--- src/rtl/dmem_pkg.sv ---
// Shared types and constants for the data-memory controller.
package dmem_pkg;

    typedef enum logic {
        IDLE    = 1'b0,
        RD_WAIT = 1'b1
    } state_t;

    typedef enum logic [1:0] {
        SRC_MEM  = 2'd0,
        SRC_ZERO = 2'd1,
        SRC_CNT  = 2'd2
    } rd_src_t;

    typedef struct packed {
        logic        we;
        logic [29:0] addr;
        logic [31:0] wdata;
    } req_t;

    localparam logic [29:0] CNT_ADDR   = 30'h3FFF_FFFF;
    localparam int          RD_LAT_MAX = 3;

endpackage

--- src/rtl/dmem_cycle_cnt.sv ---
// Free-running 32-bit cycle counter with a synchronous load port.
module dmem_cycle_cnt (
    input  logic        clk,
    input  logic        rst,
    input  logic        load,
    input  logic [31:0] load_value,
    output logic [31:0] count
);

    // Count every cycle; a load replaces the next value and wraps naturally.
    always_ff @(posedge clk or posedge rst) begin
        if (rst) begin
            count <= 32'h0;
        end else if (load) begin
            count <= load_value;
        end else begin
            count <= count + 32'd1;
        end
    end

endmodule

--- src/rtl/dmem_ctrl.sv ---
// Data-memory responder driving a fixed-latency synchronous BRAM.
// Optional cycle counter at CNT_ADDR enabled by DMEM_CYCLE_CNT_EN.
module dmem_ctrl
    import dmem_pkg::*;
#(
    parameter int ADDR_W = 15,
    parameter int RD_LAT = 2
) (
    input  logic              clk,
    input  logic              rst,
    input  logic              req_valid,
    input  logic              req_we,
    input  logic [29:0]       req_addr,
    input  logic [31:0]       req_wdata,
    output logic              req_ready,
    output logic              rsp_valid,
    output logic [31:0]       rsp_rdata,
    output logic              n_stall,
    output logic              addr_err,
    output logic              mem_en,
    output logic              mem_we,
    output logic [ADDR_W-1:0] mem_addr,
    output logic [31:0]       mem_wdata,
    input  logic [31:0]       mem_rdata
);

    generate
        if (RD_LAT < 1 || RD_LAT > RD_LAT_MAX) begin : g_bad_rd_lat
            $error("dmem_ctrl: RD_LAT out of range 1..3");
        end
    endgenerate

    state_t      state_r;
    state_t      state_s;
    rd_src_t     rd_src_r;
    logic [1:0]  lat_cnt_r;
    req_t        req_s;
    logic        in_range_s;
    logic        is_cnt_s;
    logic        accept_s;
    logic        rd_done_s;
    logic [31:0] cnt_snap;

    assign req_s      = '{we: req_we, addr: req_addr, wdata: req_wdata};
    assign in_range_s = (req_s.addr[29:ADDR_W] == {(30-ADDR_W){1'b0}});
    assign accept_s   = req_valid && (state_r == IDLE);
    assign rd_done_s  = (state_r == RD_WAIT) && (lat_cnt_r == 2'd0);
    assign req_ready  = (state_r == IDLE);
    assign n_stall    = (state_r == IDLE);

`ifdef DMEM_CYCLE_CNT_EN
    logic [31:0] cnt_value_s;
    logic        cnt_load_s;
    logic [31:0] cnt_snap_r;

    assign is_cnt_s   = (req_s.addr == CNT_ADDR);
    assign cnt_load_s = accept_s && req_s.we && is_cnt_s;

    dmem_cycle_cnt u_cycle_cnt (
        .clk        (clk),
        .rst        (rst),
        .load       (cnt_load_s),
        .load_value (req_s.wdata),
        .count      (cnt_value_s)
    );

    // A load returns the value the counter holds in the cycle after acceptance.
    always_ff @(posedge clk or posedge rst) begin
        if (rst) begin
            cnt_snap_r <= 32'h0;
        end else if (accept_s && !req_s.we && is_cnt_s) begin
            cnt_snap_r <= cnt_value_s + 32'd1;
        end else begin
            cnt_snap_r <= cnt_snap_r;
        end
    end

    assign cnt_snap = cnt_snap_r;
`else
    assign is_cnt_s = 1'b0;
    assign cnt_snap = 32'h0;
`endif

    // Next-state logic for the load wait sequence.
    always_comb begin
        state_s = state_r;
        case (state_r)
            IDLE: begin
                if (accept_s && !req_s.we) begin
                    state_s = RD_WAIT;
                end else begin
                    state_s = IDLE;
                end
            end
            RD_WAIT: begin
                if (lat_cnt_r == 2'd0) begin
                    state_s = IDLE;
                end else begin
                    state_s = RD_WAIT;
                end
            end
            default: state_s = IDLE;
        endcase
    end

    // BRAM port follows the request combinationally while idle.
    always_comb begin
        mem_en    = 1'b0;
        mem_we    = 1'b0;
        mem_addr  = {ADDR_W{1'b0}};
        mem_wdata = 32'h0;
        if (state_r == IDLE) begin
            mem_en    = req_valid && in_range_s;
            mem_we    = req_valid && in_range_s && req_s.we;
            mem_addr  = req_s.addr[ADDR_W-1:0];
            mem_wdata = req_s.wdata;
        end else begin
            mem_en    = 1'b0;
        end
    end

    // State, latency counter, response and error flag registers.
    always_ff @(posedge clk or posedge rst) begin
        if (rst) begin
            state_r   <= IDLE;
            lat_cnt_r <= 2'd0;
            rd_src_r  <= SRC_MEM;
            rsp_valid <= 1'b0;
            rsp_rdata <= 32'h0;
            addr_err  <= 1'b0;
        end else begin
            state_r   <= state_s;
            rsp_valid <= rd_done_s;

            if (accept_s && !req_s.we) begin
                lat_cnt_r <= 2'(RD_LAT - 1);
                if (in_range_s) begin
                    rd_src_r <= SRC_MEM;
                end else if (is_cnt_s) begin
                    rd_src_r <= SRC_CNT;
                end else begin
                    rd_src_r <= SRC_ZERO;
                end
            end else if ((state_r == RD_WAIT) && (lat_cnt_r != 2'd0)) begin
                lat_cnt_r <= lat_cnt_r - 2'd1;
            end else begin
                lat_cnt_r <= lat_cnt_r;
            end

            if (rd_done_s) begin
                case (rd_src_r)
                    SRC_MEM: rsp_rdata <= mem_rdata;
                    SRC_CNT: rsp_rdata <= cnt_snap;
                    default: rsp_rdata <= 32'h0;
                endcase
            end else begin
                rsp_rdata <= rsp_rdata;
            end

            if (accept_s && !in_range_s && !is_cnt_s) begin
                addr_err <= 1'b1;
            end else begin
                addr_err <= addr_err;
            end
        end
    end

endmodule

--- config.mk ---
export PLATFORM = sky130hd
export DESIGN_NAME = dmem_ctrl
export DESIGN_NICKNAME = d
export VERILOG_FILES = /design/src/rtl/dmem_pkg.sv /design/src/rtl/dmem_cycle_cnt.sv /design/src/rtl/dmem_ctrl.sv
export SDC_FILE = /design/constraint.sdc
export NUM_CORES = 1
export LEC_CHECK = 0
export CORE_MARGIN = 2
export CORE_UTILIZATION = 28
export CTS_BUF_LIST = sky130_fd_sc_hd__clkbuf_4 sky130_fd_sc_hd__clkbuf_8 sky130_fd_sc_hd__clkbuf_16
export DETAILED_ROUTE_END_ITERATION = 10
export PLACE_DENSITY = 0.81
export SETUP_SLACK_MARGIN = 0.3
export SYNTH_ARGS = -nofsm -noshare
export SYNTH_HDL_FRONTEND = slang
export SYNTH_SLANG_ARGS = --single-unit
--- constraint.sdc ---
create_clock -name clk -period 1.08 [get_ports clk]
set_input_delay 0.162 -clock clk [delete_from_list [all_inputs] [get_ports clk]]
set_output_delay 0.162 -clock clk [all_outputs]
set_load 0.01 [all_outputs]
==> results of run 1 <==
==> worst max-delay path: stages (launching register included) <==
cell and delay (ns):
dfrtp_2 0.46, buf_6 0.14, nor2b_4 0.11, nand2_2 0.07, nor3_2 0.10, buf_2 0.15
==> metal layers <==
layer	up-vias	wire length [um]
li1	1112	-
met2	83	3640
met1	1021	2900
met3	4	460
met4	0	32
met5	-	0
==> where the power goes <==
group          leakage, nW  internal [mW]  switching, mW
Sequential           0.499           1.96          0.307
Combinational         1.41           2.63           2.36
Clock               0.0517          0.540          0.474
==> through the flow <==
step	TNS [ns]	power [mW]	hold WS [ns]	worst slack [ns]
after floorplan	-2.30	4.46	0.128	-0.0540
after global placement	-26.50	7.17	0.447	-0.867
final	-18.74	8.28	0.272	-0.389
after detailed placement	-27.22	7.28	0.455	-0.882
after global routing	-24.29	8.85	0.289	-0.469
after CTS	-20.27	7.89	0.273	-0.417
==> cells in the mapped netlist <==
cell type	instances	area share
nor4_4	3	0.032
xnor2_1	1	0.0044
buf_2	9	0.022
clkbuf_1	5	0.0093
buf_1	1	0.0019
nand2b_1	33	0.10
and2_1	1	0.0031
o21ai_1	17	0.042
ha_1	1	0.0062
inv_1	6	0.011
nand4_1	1	0.0031
a21o_2	1	0.0044
nor3_1	2	0.0050
o21ai_0	15	0.037
a211oi_1	1	0.0037
nor2_1	2	0.0037
or2_2	1	0.0031
nand3_1	1	0.0025
dfrtp_1	38	0.47
and2b_1	1	0.0037
nand2_1	34	0.064
buf_4	1	0.0037
nor2b_1	48	0.15
mux2_4	1	0.0075
==> final cells by class <==
| cell class | count | area [sq um] | share of cell area |
|---|---|---|---|
| Tap cell | 96 | 120 | 0.0282 |
| Inverter | 6 | 26.3 | 0.00617 |
| Clock inverter | 1 | 5.00 | 0.00118 |
| Clock buffer | 7 | 90.1 | 0.0212 |
| Multi-Input combinational cell | 164 | 1150 | 0.269 |
| Sequential cell | 38 | 952 | 0.224 |
| Timing Repair Buffer | 214 | 1920 | 0.450 |
==> what timing repair did <==
item / 4_1_cts / 5_1_grt
pin swaps: 4 / 7
endpoints found under the hold margin: 0 / 0
setup buffers: 7 / 8
cloned: 0 / 2
endpoints found under the setup margin: 123 / 123
gates resized for setup: 340 / 25
==> sequential cells by signal (all words and copies together) (netlist names) <==
name       flops
addr_err       1
state_r        1
rsp_rdata     32
lat_cnt_r      2
rd_src_r       1
rsp_valid      1
==> worst paths after layout <==
path	start	endpoint
worst max register to register	state_r$_DFF_PP0_	rd_src_r[0]$_DFFE_PP0P_
worst max-delay path	state_r$_DFF_PP0_	mem_we
max in group asynchronous	rst	state_r$_DFF_PP0_
worst min register to register	rsp_rdata[24]$_DFFE_PP0P_	rsp_rdata[24]$_DFFE_PP0P_
min in group clk	req_addr[20]	addr_err$_DFFE_PP0P_
worst min-delay path	rst	rsp_rdata[28]$_DFFE_PP0P_
==> logic make-up after synthesis <==
| logic type | Yosys count | synth area share |
|---|---|---|
| xor gates and xnor gates | 1 | 0.00436 |
| DFF | 38 | 0.474 |
| muxes | 1 | 0.00747 |
| adders and majority gates | 1 | 0.00623 |
| and+or+nand+nor | 127 | 0.372 |
| buffers and inverters | 22 | 0.0486 |
| AOI/OAI and AO/OA | 34 | 0.0879 |
==> results.py, run 1 <==
metrics = {
    "logic_synthesis": {
        "syn_avg_cell_area_sq_um": 8.97,
        "yosysWarnings": 0,
        "synthCells": 224,
        "yosysUniqueCellTypes": 24,
        "synth_area_sq_um": 2010,
        "ys_seq_area_frac": 0.474,
        "synth_seq_cells": 38,
        "synth_nets": 323,
    },
    "die": {
        "start_util": 0.292,
        "die_h_um": 88.7,
        "die_area_sq_um": 7870,
        "ios": 183,
        "fp.dieW_um": 88.7,
        "rows": 30,
        "core_area_sq_um": 6870,
    },
    "grt": {
        "grt_busiest_layer": "met2",
        "grt_max_degree": 39,
        "grt_use_met2": 0.275,
        "grt_overflow_total": 0,
        "gr-usage-met3": 0.0401,
        "grt_usage": 0.160,
        "grt_antenna_before_repair": 0,
        "grt_pass1_wl_um": 9800,
        "grt_pass1_vias": 2109,
        "grtUsageMet1": 0.204,
    },
    "critical_path": {
        "arrival_ns": 1.31,
        "worstSetupEndpointType": "primary output",
        "cp_data_required_time_ns": 0.92,
        "reg2regPathDepth": 6,
        "path_max_fanout": 5,
        "startpoint_type": "flop",
        "worstSetupPathType": "flop to primary output",
        "rrSetupSlack_ns": -0.37,
    },
    "clock_tree": {
        "cts_buffers": 5,
        "cts.path.max_buffers": 2,
        "cts_sinks": 38,
        "cts_root_buffer": "clkbuf_8",
        "hold_buffers": 0,
        "cts_tree": "done",
        "clkSlewWorstSetupHoldPaths_ns": 0.07,
        "htreeDepth": 2,
        "clk_latency_ns": 0.28,
    },
    "sta": {
        "fmax_mhz": 681,
        "finalHoldViolCount": 0,
        "rsz0062_at_grt": "true",
        "relSlewSlack": 0.827,
        "drv_slew": 0,
        "worst_pin_slew_ns": 0.258,
        "fin_crit_sh": 1.36,
        "fin_skew_ns": 0.00226,
        "finalSetupViolations": 88,
        "fin_crit_ns": 1.47,
        "setup_ws_ns": -0.389,
    },
    "finish": {
        "stdcell_count": 526,
        "area_growth_pct": 112,
        "drive_gt1_frac": 0.405,
        "nets": 528,
        "nFillCells": 605,
        "mostFrequentLayoutCells": "clkdlybuf4s50_1 (89), buf_2 (55), dfrtp_1 (37)",
        "fin_area_sq_um": 4260,
        "final_core_util": 0.620,
        "layout.cells.most_common": "clkdlybuf4s50_1",
        "diodes": 0,
    },
    "placed_design": {
        "gp_congestion": 0.706,
        "hpwlAfterDp_um": 5420,
        "place_inst": 501,
        "postPlaceCellArea_sq_um": 4150,
        "port_buffers": 182,
    },
    "route": {
        "first_pass_iters": 4,
        "wire_per_inst_um": 13.4,
        "routed_wl_um": 7040,
        "drtAntennaViolNets": 0,
        "drcViolationCount": 0,
        "via_per_inst": 4.22,
        "vias": 2220,
        "drt_iter0_markers": 45,
    },
    "run": {
        "drv_cap": 0,
    },
    "pwr": {
        "p_per_area_nw_per_um2": 1940,
        "ir_worst_vdd_mv": 1.01,
        "power_leakage_nw": 1.97,
    },
    "status": {
        "status": "finished with violations",
        "violations": "negative setup slack",
    },
    "hold_path": {
        "hold_class": "primary input to async pin",
    },
}
No activity file was read; power rests on OpenSTA's default activity.
==> inputs of run 2 (changes only) <==
--- a/config.mk
+++ b/config.mk
@@ -9,7 +9,7 @@
 export CORE_UTILIZATION = 28
 export CTS_BUF_LIST = sky130_fd_sc_hd__clkbuf_4 sky130_fd_sc_hd__clkbuf_8 sky130_fd_sc_hd__clkbuf_16
 export DETAILED_ROUTE_END_ITERATION = 10
-export PLACE_DENSITY = 0.81
+export PLACE_DENSITY_LB_ADDON = 0.08
 export SETUP_SLACK_MARGIN = 0.3
 export SYNTH_ARGS = -nofsm -noshare
 export SYNTH_HDL_FRONTEND = slang
==> results.py, run 2 (synthesis results as in run 1) <==
metrics = {
    "status": {
        "status": "finished with violations",
        "violations": "negative setup slack",
    },
    "sta": {
        "fin_crit_sh": 1.34,
        "fmax_mhz": 690,
        "whs_ns": 0.251,
        "worst_pin_slew_ns": 0.247,
        "setup_ws_ns": -0.369,
        "drv_slew": 0,
        "relSlewSlack": 0.834,
        "finalHoldViolCount": 0,
        "finalSetupViolations": 89,
        "fin_crit_ns": 1.45,
        "fin_skew_ns": 0.0117,
        "rsz0062_at_grt": "true",
    },
    "pwr": {
        "ir_worst_vdd_mv": 0.895,
        "power_leakage_nw": 2.30,
        "p_per_area_nw_per_um2": 2090,
        "p_total_mw": 10.1,
    },
    "route": {
        "via_per_inst": 4.30,
        "first_pass_iters": 4,
        "met3WireLength_um": 359,
        "top_layer": "met4",
        "drtAntennaViolNets": 0,
        "wire_per_inst_um": 14.6,
        "routed_wl_um": 8080,
        "drcViolationCount": 0,
        "wl_met1_um": 3050,
        "vias": 2384,
        "drt_iter0_markers": 52,
        "dr_wl_met2_um": 4620,
    },
    "critical_path": {
        "worstSetupPathType": "flop to primary output",
        "path_max_fanout": 5,
        "arrival_ns": 1.29,
        "r2r_start": "state_r$_DFF_PP0_",
        "rrSetupSlack_ns": -0.36,
        "r2r_end": "rd_src_r[0]$_DFFE_PP0P_",
        "reg2regPathDepth": 6,
        "worstSetupEndpointType": "primary output",
        "cp_data_required_time_ns": 0.92,
        "startpoint_type": "flop",
    },
    "grt": {
        "grt_max_degree": 29,
        "grt_pass1_wl_um": 11200,
        "grt_usage": 0.187,
        "grt_antenna_before_repair": 0,
        "grt_pass1_vias": 2172,
        "grt_overflow_total": 0,
    },
    "finish": {
        "largest_register_ffs": 32,
        "multi_input_area_sq_um": 1290,
        "diodes": 0,
        "top_regs": "rsp_rdata x32, lat_cnt_r x2",
        "drive_gt1_frac": 0.517,
        "layout.cells.most_common": "clkdlybuf4s50_1",
        "area_growth_pct": 139,
        "final_core_util": 0.700,
        "largest-register": "rsp_rdata",
        "stdcell_count": 554,
        "mostFrequentLayoutCells": "clkdlybuf4s50_1 (82), buf_2 (64), dfrtp_1 (37), buf_4 (34), nand2b_1 (32)",
        "nets": 556,
        "regArea_sq_um": 952,
        "nFillCells": 544,
    },
    "die": {
        "die_h_um": 88.7,
        "fp.dieW_um": 88.7,
        "ios": 183,
        "core_area_sq_um": 6870,
        "rows": 30,
        "die_area_sq_um": 7870,
        "start_util": 0.292,
    },
    "clock_tree": {
        "cts_sinks": 38,
        "cts.path.max_buffers": 2,
        "clkSlewWorstSetupHoldPaths_ns": 0.08,
        "cts_root_buffer": "clkbuf_8",
        "hold_buffers": 0,
        "htreeDepth": 2,
        "clk_latency_ns": 0.29,
        "cts_tree": "done",
        "cts_buffers": 5,
    },
    "run": {
        "drv_cap": 0,
    },
    "hold_path": {
        "hold_class": "primary input to async pin",
    },
    "placed_design": {
        "port_buffers": 182,
        "gp_congestion": 0.679,
        "hpwlAfterDp_um": 5250,
        "place_inst": 502,
    },
}
[run 2: changes by cell type in the layout (fill, tap and decap cells not counted), sizes merged]
cell	delta
dlygate4sd2	-1
buf	+46
dlymetal6s2s	+1
clkdlybuf4s50	-7
clkdlybuf4s15	-11
[run 2: area by class of cell]
type	instances	share of cell area
Timing Repair Buffer	242	0.483
Multi-Input combinational cell	164	0.268
Sequential cell	38	0.198
Tap cell	96	0.0250
Clock buffer	7	0.0187
Inverter	6	0.00547
Clock inverter	1	0.00104
[run 2: per-layer routing]
| metal | global-route usage | vias to the layer above |
|---|---|---|
| met1 | 0.226 | 1136 |
| met3 | 0.0401 | 4 |
| li1 | - | 1174 |
| met2 | 0.337 | 70 |
| met5 | 0 | - |
| met4 | 0.0413 | 0 |
[run 2: worst max-delay path, cell delays in order, from the launching register on]
cell	delay, ns
dfrtp_2	0.45
buf_6	0.13
nor2b_4	0.11
nand2_2	0.07
nor3_2	0.10
buf_2	0.15
[run 2: power breakdown]
group          switching (mW)  total, mW  internal, mW
clock network           0.491       1.03         0.541
logic                    2.89       6.71          3.82
registers               0.356       2.32          1.96
[run 2: worst max-delay path by stage]
stage / slack (ns) / cells after the start / startpoint / to
2_1_floorplan: -0.05 / 4 / lat_cnt_r[0]$_DFFE_PP0P_ / state_r$_DFF_PP0_
3_3_place_gp: -0.89 / 5 / req_addr[26] / mem_we
3_5_place_dp: -0.92 / 5 / req_addr[20] / mem_we
4_1_cts: -0.39 / 5 / state_r$_DFF_PP0_ / mem_we
5_1_grt: -0.47 / 5 / state_r$_DFF_PP0_ / mem_we
6_report: -0.37 / 5 / state_r$_DFF_PP0_ / mem_we
[run 2: what timing repair did]
item | 4_1_cts | 5_1_grt
hold endpoints to repair | 0 | 0
gates resized for setup | 433 | 30
pin swaps | 35 | 6
setup endpoints to repair | 123 | 123
setup buffers | 16 | 19
cloned | 8 | 1
[run 2: through the flow]
stage               area (sq um)  setup TNS, ns  worst slack [ns]
floorplan                   2160          -2.30           -0.0540
global placement            4190         -24.95            -0.886
detailed placement          4190         -25.65            -0.919
CTS                         4540         -22.18            -0.390
global route                4810         -26.02            -0.467
finish                      4810         -20.95            -0.369
==> patch (flow settings as in run 2) <==
Set the parameter `ADDR_W` to 13 (it was 15).
--- a/src/rtl/dmem_ctrl.sv
+++ b/src/rtl/dmem_ctrl.sv
@@ -3,7 +3,7 @@
 module dmem_ctrl
     import dmem_pkg::*;
 #(
-    parameter int ADDR_W = 15,
+    parameter int ADDR_W = 13,
     parameter int RD_LAT = 2
 ) (
     input  logic              clk,
Interface: changed (resized mem_addr); port bits go from 183 to 181. The function was not compared with the original's and may differ.
==> patch against run 2 <==
The run still ends with negative setup slack left. Final area fell by 6.8%. Sequential cell count did not move. Routed wire length fell by 14%. Core utilization fell by 4.0 points. Combinational power fell by 14%. Maximum frequency rose by 1.8%. Clock skew fell by 0.0030 ns. Critical path depth fell by 1. Synthesized cell count did not move. Power fell by 10%. Worst setup slack improved by 0.026 ns. Synthesized area fell by 2.6%.
==> patch: results (changes against run 2) <==
Pwr
  • Cell-internal power: 5630 uW (-11%)
  • Peak supply drop: 0.000980 V (+9.5%)
  • Pleak: 0.00209 uW (-9.0%)

Route
  • DR iter-0 viols: 34 (-35%)
  • Vias per cell: 4.28 (-0.49%)
  • Drt total wl: 6980 um (-14%)
  • Wire per inst: 13.4 um (-8.2%)

Clock tree
  • Skew-Pair Late Insertion Delay: 0.29 ns (about the same)
  • Root buffer cell: clkbuf_8
  • Worst-path clk slew: 0.08 ns (about the same)

Timing
  • Final WS setup: -0.343 ns (+0.0260 ns)
  • Hold WS: 0.247 ns (-0.00434 ns)
  • Tightest Pin Transition: 0.222 ns (-0.0249 ns)
  • Slew Viols, Final: 0 (unchanged)
  • Final setup vio count: 86 (-3.4%)
  • Max Clock Skew: 0.00865 ns (-0.00303 ns)
  • Sum Neg Setup Slack: -21.29 ns (-0.342 ns)

Status
  • Status: complete, but fails checks
  • Failing checks: negative setup slack

Placed design
  • Port Buffer Count: 180 (-1.1%)
  • Routability cong.: 0.691 (+1.8%)
  • Inst Count DP: 501 (-0.20%)
  • Pre-CTS WS: -0.953 ns (-0.0333 ns)
  • Placed cell areas: 4280 um^2 (+2.1%)
  • Dpl hpwl: 5320 um (+1.2%)

Synthesis
  • Synth area leaders: dfrtp_1 (49%), nor2b_1 (14%), nand2b_1 (11%)
  • Register area share after synthesis: 0.486 (+0.0127)
  • Synth unique cells: 19 (-21%)
  • Syn avg cell area: 8.73 um^2 (-2.6%)
  • Most frequent cells after synthesis: nor2b_1 (45), dfrtp_1 (38), nand2_1 (36)
  • Yosys warnings: 0 (unchanged)

Global routing
  • Vias in the first global route: 2247 (+3.5%)
  • M1 GR Usage: 0.212 (-0.0146)
  • Pin count of the biggest net entering global routing: 23 (-21%)
  • First-pass GRT wire length: 10400 um (-7.5%)
  • Met3 Use GR: 0.0509 (+0.0108)
  • GRT met2 Usage: 0.291 (-0.0459)
  • GRT Overall Usage: 0.173 (-0.0134)

Final layout
  • Final instance area: 4480 um^2 (-6.8%)
  • Layout fillers: 574 (+5.5%)
  • Fraction of layout instances using a drive strength above 1: 0.433 (-0.0845)
  • Fin nets: 523 (-5.9%)

Critical path
  • Arr. time, crit path: 1.26 ns (-0.03 ns)
  • Crit Path Max Fanout: 9 (+4)
  • R2R setup slack: -0.28 ns (+0.08 ns)
patch: cell count changes in the layout (fill, tap and decap cells not counted), sizes merged, moves of 2 or more:
cell           change
buf               -27
o31a               +2
clkdlybuf4s50      -2
nand2b             +2
clkbuf             -4
nand2              +2
clkdlybuf4s15      +4
nor2b              -3
dlymetal6s2s       -5
patch: worst paths after layout:
check                             startpoint            to  cells after the start
worst max-delay path                 state_r  mem_wdata[1]                      4
worst min-delay path                     rst  rsp_rdata[1]                      3
worst max register to register       state_r   rd_src_r[0]                      3
worst min register to register  rsp_rdata[8]  rsp_rdata[8]                      2
max in group asynchronous                rst       state_r                      3
min in group clk                req_addr[22]      addr_err                      5
patch: layer usage:
metal / vias to the layer above / wire [um]
met5: - / 0
met4: 0 / 98
met3: 9 / 483
met2: 96 / 3650
met1: 1020 / 2740
li1: 1106 / -
patch: critical path: stages, from the launching register on:
cell	delay (ns)
dfrtp_2	0.43
buf_12	0.16
buf_12	0.14
nor2b_1	0.10
buf_2	0.14
patch: cell families after synthesis:
family	Yosys count	synth area share
flops	38	0.486
xor+xnor	1	0.00448
simple gates	126	0.357
compound gates	36	0.0985
fa+ha+maj	1	0.00640
buf+inv	22	0.0473
patch: power groups by stage:
stage,logic (uW),registers (uW),clock network [uW]
after global placement,5340,2270,0
after global routing,6210,2340,1100
after CTS,5570,2270,1040
after floorplan,2320,2540,0
final,5770,2280,1000
after detailed placement,5380,2290,0
patch: layout make-up:
class	count	share of cell area
clock buffers	6	0.0184
well taps	96	0.0268
flip-flops and latches	38	0.213
multi-input cells	164	0.283
inverters	6	0.00642
clock inverters	2	0.00279
repair buffers	209	0.450
patch: what timing repair did:
action / CTS / global route
pin swaps: 10 / 1
cloned: 4 / 0
buffers inserted: 4 / 4
endpoints found under the setup margin: 121 / 121
resized for setup: 433 / 22
